===== src/rtl/branch_history_table.sv =====
// branch_history_table: direct-mapped table of 2-bit saturating branch
// counters with a one-entry pending-write register, a registered
// mispredict/redirect output and saturating branch statistics.
module branch_history_table #(
  parameter int          IDX_BITS = 6,
  parameter logic [1:0]  CNT_INIT = 2'b01
) (
  input  logic        clk,
  input  logic        rst,
  input  logic [31:0] rd_pc,
  output logic [1:0]  predictionbuffer,
  input  logic        upd_valid,
  input  logic [31:0] upd_pc,
  input  logic        upd_taken,
  input  logic        upd_predicted,
  input  logic [31:0] upd_target,
  output logic        mispredict,
  output logic [31:0] redirect_pc,
  output logic [15:0] branch_count,
  output logic [15:0] mispredict_count
);

  localparam int ENTRIES = 1 << IDX_BITS;

  // Counter step: taken moves toward strong-taken, not-taken toward
  // strong-not-taken, both saturating at the ends.
  function automatic logic [1:0] next_cnt(input logic [1:0] c, input logic taken);
    logic [1:0] r;
    r = c;
    if (taken) begin
      if (c != 2'b11) r = c + 2'd1;
    end else begin
      if (c != 2'b00) r = c - 2'd1;
    end
    return r;
  endfunction

  logic [IDX_BITS-1:0]          rd_idx;
  logic [IDX_BITS-1:0]          upd_idx;
  logic [ENTRIES-1:0][1:0]      table_q;

  logic                         pend_valid_reg;
  logic [IDX_BITS-1:0]          pend_idx_reg;
  logic [1:0]                   pend_val_reg;

  logic [1:0]                   upd_cur;
  logic [1:0]                   upd_new;
  logic                         upd_mispredict;

  // PC bits outside the index field are deliberately ignored (no tag).
  logic                         unused_rd_bits;

  assign rd_idx         = rd_pc[IDX_BITS+1:2];
  assign upd_idx        = upd_pc[IDX_BITS+1:2];
  assign unused_rd_bits = ^{rd_pc[31:IDX_BITS+2], rd_pc[1:0]};

  // Table storage: one register per entry so the whole table resets to
  // CNT_INIT; an entry is only written by the retiring pending write.
  genvar gi;
  generate
    for (gi = 0; gi < ENTRIES; gi++) begin : g_entry
      logic [1:0] cnt_reg;

      // Retire the pending write into this entry when it targets it.
      always_ff @(posedge clk or posedge rst) begin
        if (rst) begin
          cnt_reg <= CNT_INIT;
        end else if (pend_valid_reg && (pend_idx_reg == IDX_BITS'(gi))) begin
          cnt_reg <= pend_val_reg;
        end
      end

      assign table_q[gi] = cnt_reg;
    end
  endgenerate

  // Current counter for the incoming update: forward the pending value when
  // it targets the same entry so back-to-back updates chain correctly.
  always_comb begin
    upd_cur = table_q[upd_idx];
    if (pend_valid_reg && (pend_idx_reg == upd_idx)) begin
      upd_cur = pend_val_reg;
    end
    upd_new        = next_cnt(upd_cur, upd_taken);
    upd_mispredict = upd_valid && (upd_taken != upd_predicted);
  end

  // Fetch-side read with the pending write bypassed; depends only on rd_pc
  // and registered state, never on the update inputs.
  always_comb begin
    predictionbuffer = table_q[rd_idx];
    if (pend_valid_reg && (pend_idx_reg == rd_idx)) begin
      predictionbuffer = pend_val_reg;
    end
  end

  // Pending-write register: captures every accepted update for one cycle.
  always_ff @(posedge clk or posedge rst) begin
    if (rst) begin
      pend_valid_reg <= 1'b0;
      pend_idx_reg   <= '0;
      pend_val_reg   <= CNT_INIT;
    end else begin
      pend_valid_reg <= upd_valid;
      if (upd_valid) begin
        pend_idx_reg <= upd_idx;
        pend_val_reg <= upd_new;
      end
    end
  end

  // Mispredict pulse and correct next PC; redirect holds between updates.
  always_ff @(posedge clk or posedge rst) begin
    if (rst) begin
      mispredict  <= 1'b0;
      redirect_pc <= 32'h0000_0000;
    end else begin
      mispredict <= upd_mispredict;
      if (upd_valid) begin
        redirect_pc <= upd_taken ? upd_target : (upd_pc + 32'd4);
      end
    end
  end

  // Saturating statistics counters; they stick at all-ones.
  always_ff @(posedge clk or posedge rst) begin
    if (rst) begin
      branch_count     <= 16'h0000;
      mispredict_count <= 16'h0000;
    end else begin
      if (upd_valid && (branch_count != 16'hFFFF)) begin
        branch_count <= branch_count + 16'd1;
      end
      if (upd_mispredict && (mispredict_count != 16'hFFFF)) begin
        mispredict_count <= mispredict_count + 16'd1;
      end
    end
  end

endmodule


===== config.mk =====
export PLATFORM = sky130hd
export DESIGN_NAME = branch_history_table
export DESIGN_NICKNAME = d
export VERILOG_FILES = /design/src/rtl/branch_history_table.sv
export SDC_FILE = /design/constraint.sdc
export NUM_CORES = 1
export LEC_CHECK = 0
export CORE_UTILIZATION = 40
export DETAILED_ROUTE_END_ITERATION = 16
export SLEW_MARGIN = 40
export SYNTH_ARGS = -nofsm -noshare
export SYNTH_HDL_FRONTEND = slang
export SYNTH_SLANG_ARGS = --single-unit

===== constraint.sdc =====
create_clock -name clk -period 9.2 [get_ports clk]
set_input_delay 1.84 -clock clk [delete_from_list [all_inputs] [get_ports clk]]
set_output_delay 1.84 -clock clk [all_outputs]
set_load 0.02 [all_outputs]

# [After elaboration in Yosys (flattened, before gate mapping)]
# Cells that the tools add are included.
[totals] inputBits=101 wordCells=228 mem_bits_ro=0 regBits=202 ram_bits=0 latchBits=0 out_inout_bits=67 mem_count=0
[classes] n_addsub=5 n_eq_ne=69 muxes=10 n_mul=0 div=0 n_reduce_logical=71 n_shift=0 magnitude_cmp=2 n_bitwise=0
[op_table] cell="equality test 6 bit (second input constant)" n=32
[op_table] cell="equality test 6 x 5 -> 1 bit (second input constant)" n=16
[op_table] cell="logical AND 1 bit" n=69
[op_table] cell="equality test 6 x 4 -> 1 bit (second input constant)" n=8
[op_table] cell="adder 16 x 1 -> 16 bit (second input constant)" n=2
[op_table] cell="adder 32 x 3 -> 32 bit (second input constant)" n=1
[op_table] cell="2-to-1 mux 32 bit" n=1
[op_table] cell="inequality test 16 bit (second input constant)" n=2
[op_table] cell="binary-select mux 2 bit (select 6 bit)" n=2
[op_table] cell="equality test 6 x 3 -> 1 bit (second input constant)" n=4
[op_table] cell="less-than comparator 6 x 7 -> 1 bit (second input constant)" n=2
[op_table] cell="2-to-1 mux 2 bit" n=7
[op_table] cell="equality test 6 x 2 -> 1 bit (second input constant)" n=2
[op_table] cell="equality test 6 bit" n=2
[op_table] cell="equality test 6 x 1 -> 1 bit (second input constant)" n=1
[op_table] cell="zero test 6 bit" n=1
[op_table] cell="adder 2 x 1 -> 2 bit (second input constant)" n=1
[op_table] cell="inequality test 2 bit (second input constant)" n=1
[op_table] cell="nonzero test 2 bit" n=1
[op_table] cell="subtractor 2 x 1 -> 2 bit (second input constant)" n=1
[op_table] cell="inequality test 1 bit" n=1

# [Logic depth before layout (Yosys ltp)]
# Gate-level depths: netlist of the first run.
[logic_depth] ltp_word=6 mapped_depth=11 depth_no_buf=8

# [Worst setup path after synthesis of the first run]
# OpenSTA, ideal clock, no wires.
[synth_path] path_type="input -> output" startpoint="input port rd_pc[3]" endpoint="output port predictionbuffer[1]" arrival_ps=3993 path_slack_ps=3367 path_buffers=2 required_time_ps=7360 stages=6 cell_sequence="clkbuf_1 -> buf_1 -> mux4_2 -> mux4_2 -> mux4_2 -> mux2_2"
[synth_via] elab_chain_cells=3 word_cells_on_any_way=5 cone_classes="1 x eq/ne; 3 x mux; 1 x reduce/logical"
[synth_rtl] element="start: declaration" line_no="10" rtl="input logic [31:0] rd_pc,"
[synth_rtl] element="binary-select mux 2 bit (select 6 bit) / equality test 6 bit (equally long branches)" line_no="91, 92"
[synth_rtl] element="2-to-1 mux 2 bit (implied by the code) / logical AND 1 bit (equally long branches)" line_no="91, 92"
[synth_rtl] element="2-to-1 mux 2 bit *" line_no="92" rtl="if (pend_valid_reg && (pend_idx_reg == rd_idx)) begin"
[synth_rtl] element="end: declaration" line_no="11" rtl="output logic [1:0] predictionbuffer,"
# Every way passes the cells marked *; elsewhere a longest branch is shown, timed or not. The select of a mux whose other input is x is not followed.

# [Final worst setup path of the first run]
[layout_path] startpoint="input port rd_pc[2]" endpoint="output port predictionbuffer[0]"
# Same word-level chain as after synthesis.

==> qor.yml, run 1 <==
yosys:
  syn_inst: 930
  ys_seq_area_frac: 0.452
  synth-edff-count: 0
  syn_avg_cell_area_sq_um: 12.2
  synth_top_cell_by_area: "dfrtp_1"
  synth-compound-area-share: 0.0386
  yosys_warnings: 0
  synth_fa_ha_area_frac: 0.00330
  synth_area_leaders: "dfrtp_1 (30%), mux2_2 (17%), dfstp_2 (15%)"
  ys_types: 53
  dominantRegCellSynth: "dfrtp_1"
  syn_nets: 1034
  synthArstFlopShare: 1.00
  synthTopCellsByCount: "mux2_2 (169), dfrtp_1 (137), nand2_1 (99), mux4_2 (67), dfstp_2 (65)"
  syn_area_sq_mm: 0.0114
  synth_seq_cells: 202
  synthXorXnorAreaFrac: 0.0547
  synth_top_family_by_area: "multiplexers"
  yosysMostFrequentCell: "mux2_2"
  synth_top_area_share: 0.302
  yosys.area_share.simple: 0.111
  synthMuxAreaShare: 0.311
final_layout:
  largest_register_ffs: 128
  antennaDiodeCount: 0
  nets: 1149
  final_core_util: 0.503
  num-fill-cells: 2463
  drive_gt1_frac: 0.357
  area.growth.synth_to_final_pct: 23.2
sta:
  skew_ns: 0.00886
  slew-limit-headroom: 0.488
  rsz0062_at_grt: "false"
  fin_crit_ns: 6.93
  maxSlewViolCount: 0
  maxClockFrequency_ghz: 0.144
  setup_viol: 0
  fin_tns_setup_ns: 0
  finalCritPeriodShare: 0.754
  worstMarginPinSlew_ns: 0.765
  hold_viol: 0
clocking:
  post-cts-setup-buffers: 0
  cts-root-buf: "clkbuf_16"
  postCtsHoldBufs: 0
  cts.reportedPaths.clkPinSlew_ns: 0.05
  clk_path_buf_depth: 3
  clock_sinks: 202
  cts_tree: "built"
  clkLatencyLatePin_ns: 0.52
  htreeDepth: 1
  numCtsBuffers: 25
  cts_resized: 0
floorplanning:
  num_io_pins: 168
  dieArea_sq_mm: 0.0291
  initial_core_util: 0.408
  fp-row-count: 61
  die_h_um: 171
  die_x_um: 171
  core_sq_mm: 0.0279
critical_path:
  path_class: "in -> out"
  worstPathCellList: "buf_2 -> buf_4 -> mux4_2 -> mux4_2 -> mux4_2 -> mux2_2 -> clkdlybuf4s50_1"
  crit_required_ns: 7.36
  r2r_setup_slack_ns: 6.69
  reg2reg_to: "pend_val_reg[0]"
  crit_arrival_ns: 5.09
  cp_common_cell: "mux4_2"
  r2r-start: "g_entry[47].cnt_reg[1]"
  slowest_delay_ns: 0.57
  critPathMaxFanout: 21
  timing.critical_path.buf_inv: 3
  startpoint_type: "primary input"
  r2r_cells: 7
  crit_family: "multiplexers"
  cpMaxStageDelayCell: "mux4_2"
  worst_setup_path_end_kind: "output pin"
min_path:
  hold_end: "branch_count[12]"
  holdPathStages: 1
  hp-start: "branch_count[12]"
  hold_class: "reg -> reg"
place:
  dp_hpwl_um: 21300
  portBuffers: 141
  gp_congestion: 0.845
route:
  drtAntennaViolNets: 0
  routedWlPerCell_um: 21.5
  drtIter0Drc: 483
  via_count: 7893
  drc: 0
  first_pass_iters: 6
  drt-vias-per-instance: 5.48
  routed_wirelength_um: 31000
power_and_ir_drop:
  finalPower_w: 0.00311
  vdd_drop_max_mv: 0.131
  pwr_density_cell_mw_per_mm2: 222
  leakage_nw: 5.65
global_routing:
  grt.overflow.total: 0
  grt_pass1_vias: 8079
  grt_antenna_before_repair: 1
  grt_max_degree: 137
  track_usage: 0.219
  grt_pass1_wl_um: 48300
status:
  status: "complete, no violations"
flow_run:
  cap_violations: 0
==> per-stage QoR <==
stage	instances	worst slack [ns]	area, sq um	hold WS, ns
2_1_floorplan	930	1.96	11400	0.488
3_3_place_gp	1395	2.22	13000	0.475
3_5_place_dp	1395	2.19	13100	0.491
4_1_cts	1440	2.20	14000	0.497
5_1_grt	1441	2.11	14000	0.519
6_report	1441	2.27	14000	0.495
==> layer usage <==
metal | GRT usage | up-vias | wire length, um | part of all wire
met5 | 0 | - | 0 | 0
met4 | 0.0760 | 0 | 959 | 0.031
met3 | 0.0382 | 61 | 1470 | 0.047
met2 | 0.356 | 167 | 15200 | 0.49
met1 | 0.294 | 4029 | 13400 | 0.43
li1 | - | 3636 | - | -
==> power breakdown <==
| part | switching [W] | internal, W | leakage (nW) |
|---|---|---|---|
| Combinational | 0.000326 | 0.000413 | 2.76 |
| Clock | 0.000386 | 0.000685 | 0.440 |
| Sequential | 0.000167 | 0.00113 | 2.45 |
==> area by class of cell <==
cell class | instances | area (sq um) | area share
repair buffers | 153 | 1500 | 0.107
clock buffers | 36 | 727 | 0.0519
multi-input cells | 651 | 5940 | 0.424
well taps | 378 | 473 | 0.0338
clock inverters | 9 | 173 | 0.0123
inverters | 12 | 57.6 | 0.00411
flip-flops and latches | 202 | 5140 | 0.367
==> cells in the final DEF, fill, tap and decap left out, drive strengths merged, types with 12 or more instances in the layout <==
cell type / synthesis / final
nand3: 22 / 22
clkdlybuf4s50: 0 / 135
mux2: 169 / 169
dfrtp: 137 / 137
clkbuf: 47 / 36
o21ai: 29 / 29
buf: 18 / 18
mux4: 67 / 67
nand2: 99 / 99
mux2i: 12 / 12
nor2: 50 / 50
xor2: 31 / 31
dfstp: 65 / 65
nand4: 18 / 18
xnor2: 40 / 40
==> cells by family (layout without fill, tap and decap cells) <==
logic type      count (synthesis)  after routing
compound gates                 68             68
mux                           248            248
buf+inv                        77            210
xor+xnor                       71             71
simple gates                  261            261
flops                         202            202
fa+ha+maj                       3              3
==> how the worst max path moves through the flow <==
stage,start,end,slack [ns],cells after the start
after floorplan,rst,branch_count[0],1.96,1
after global placement,rd_pc[2],predictionbuffer[1],2.22,7
after detailed placement,rd_pc[2],predictionbuffer[0],2.19,7
after CTS,rd_pc[2],predictionbuffer[0],2.20,7
after global routing,rd_pc[2],predictionbuffer[0],2.11,7
final,rd_pc[2],predictionbuffer[0],2.27,7
No activity file was read; power rests on OpenSTA's default activity.
==> run 2: changes to the inputs <==
clock period = 7 ns   (was 9.2 ns; I/O delays follow)
==> run 2 against run 1 <==
  * Sequential share of layout area is 0.29 points higher
  * Sequential power is 32% higher
  * Power is 28% higher
  * Cell count is 0.14% higher
  * Routed wire length is 0.82% higher
  * Clock power is 21% higher
  * Combinational power is 32% higher
  * Critical endpoint unchanged
  * Utilization is 0.39 points lower
==> qor.yml, run 2 (same netlist as run 1, synthesis figures left out) <==
place:
  place_area_sq_mm: 0.0131
  portBuffers: 141
  gp_congestion: 0.870
  dp_hpwl_um: 21800
route:
  routedWlPerCell_um: 21.7
  drt-vias-per-instance: 5.61
  routed_wirelength_um: 31300
  drc: 0
  via_count: 8091
  drtIter0Drc: 478
  drtAntennaViolNets: 0
  first_pass_iters: 5
clocking:
  cts-root-buf: "clkbuf_16"
  post-cts-setup-buffers: 0
  cts_tree: "built"
  cts_resized: 0
  postCtsHoldBufs: 0
  clock_sinks: 202
  cts.reportedPaths.clkPinSlew_ns: 0.06
  clk_path_buf_depth: 3
  htreeDepth: 1
  numCtsBuffers: 24
  clkLatencyLatePin_ns: 0.52
floorplanning:
  dieArea_sq_mm: 0.0291
  num_io_pins: 168
  core_sq_mm: 0.0279
  die_h_um: 171
  die_x_um: 171
  initial_core_util: 0.408
  fp-row-count: 61
global_routing:
  grt_pass1_wl_um: 48800
  grt_antenna_before_repair: 0
  grt_pass1_vias: 8098
  grt.overflow.total: 0
  track_usage: 0.220
  grt_max_degree: 78
min_path:
  holdPathStages: 1
  hold_class: "reg -> reg"
  hold_end: "branch_count[12]"
  hp-start: "branch_count[12]"
critical_path:
  startpoint_type: "primary input"
  r2r_setup_slack_ns: 4.46
  path_class: "in -> out"
  r2r_cells: 7
  critPathMaxFanout: 33
  reg2reg_to: "pend_val_reg[0]"
  crit_arrival_ns: 4.49
  worst_setup_path_end_kind: "output pin"
  r2r-start: "g_entry[37].cnt_reg[1]"
  crit_required_ns: 5.60
sta:
  finalCritPeriodShare: 0.841
  slew-limit-headroom: 0.436
  skew_ns: 0.0171
  worstMarginPinSlew_ns: 0.840
  fin_crit_ns: 5.89
  setup_viol: 0
  maxSlewViolCount: 0
  maxClockFrequency_ghz: 0.170
  rsz0062_at_grt: "false"
  hold_viol: 0
  fin_tns_setup_ns: 0
final_layout:
  largest_register_ffs: 128
  stdcell_area_sq_mm: 0.0139
  layout_common_cells: "mux2_2 (169), dfrtp_1 (136), clkdlybuf4s50_1 (134)"
  nets: 1150
  drive_gt1_frac: 0.352
  area.growth.synth_to_final_pct: 22.2
  mostFrequentLayoutCell: "mux2_2"
flow_run:
  cap_violations: 0
status:
  status: "complete, no violations"
power_and_ir_drop:
  pwr_density_cell_mw_per_mm2: 286
  vdd_drop_max_mv: 0.176
  leakage_nw: 5.61
==> run 2: changes by cell type in the layout (fill, tap and decap cells not counted), moves of 2 or more <==
cell	before	now
buf_2	5	7
bufinv_16	5	2
nor3_1	5	10
nor3_2	6	1
==> run 2: routing by layer <==
metal | vias to the layer above | wire (um) | track usage | share of wire
li1 | 3644 | - | - | -
met1 | 4164 | 13400 | 0.304 | 0.43
met2 | 229 | 15500 | 0.358 | 0.49
met3 | 54 | 1550 | 0.0301 | 0.049
met4 | 0 | 860 | 0.0701 | 0.028
met5 | - | 0 | 0 | 0
==> run 2: worst max path at each step <==
stage | from | endpoint | slack (ns)
after CTS | rd_pc[2] | predictionbuffer[0] | 1.10
after global routing | rd_pc[2] | predictionbuffer[0] | 1.00
after global placement | rd_pc[2] | predictionbuffer[0] | 1.12
after floorplan | rst | branch_count[0] | 0.20
final | rd_pc[2] | predictionbuffer[0] | 1.11
after detailed placement | rd_pc[2] | predictionbuffer[0] | 1.10
==> run 2: power by group <==
| part | switching (W) | leakage [nW] | total, W | internal, W |
|---|---|---|---|---|
| Combinational | 0.000429 | 2.76 | 0.000972 | 0.000543 |
| Clock | 0.000505 | 0.402 | 0.00129 | 0.000790 |
| Sequential | 0.000221 | 2.45 | 0.00171 | 0.00149 |
| Total | 0.00116 | 5.61 | 0.00398 | 0.00282 |
==> run 2: cell type report <==
cell class / count / area (sq um)
Clock buffer: 37 / 731
Tap cell: 378 / 473
Fill cell: 2524 / 14000
Sequential cell: 202 / 5140
Timing Repair Buffer: 155 / 1500
Antenna cell: 1 / 2.50
Multi-Input combinational cell: 651 / 5910
Clock inverter: 7 / 87.6
Inverter: 12 / 52.6
==> run 2: per-stage QoR <==
step / power [W] / setup WS, ns / util / cells / hold slack, ns
after CTS: 0.00401 / 1.10 / 0.498 / 1441 / 0.493
after detailed placement: 0.00270 / 1.10 / 0.469 / 1397 / 0.486
final: 0.00398 / 1.11 / 0.499 / 1443 / 0.490
after global placement: 0.00268 / 1.12 / 0.468 / 1397 / 0.475
after floorplan: 0.00231 / 0.197 / - / 930 / 0.488
after global routing: 0.00416 / 1.00 / 0.499 / 1442 / 0.517
==> run 2: critical path, cell delays in order <==
cell and delay, ns:
buf_2 0.08, buf_4 0.52, mux4_2 0.60, mux4_2 0.55, mux4_2 0.47, mux2_2 0.28
clkdlybuf4s50_1 0.55
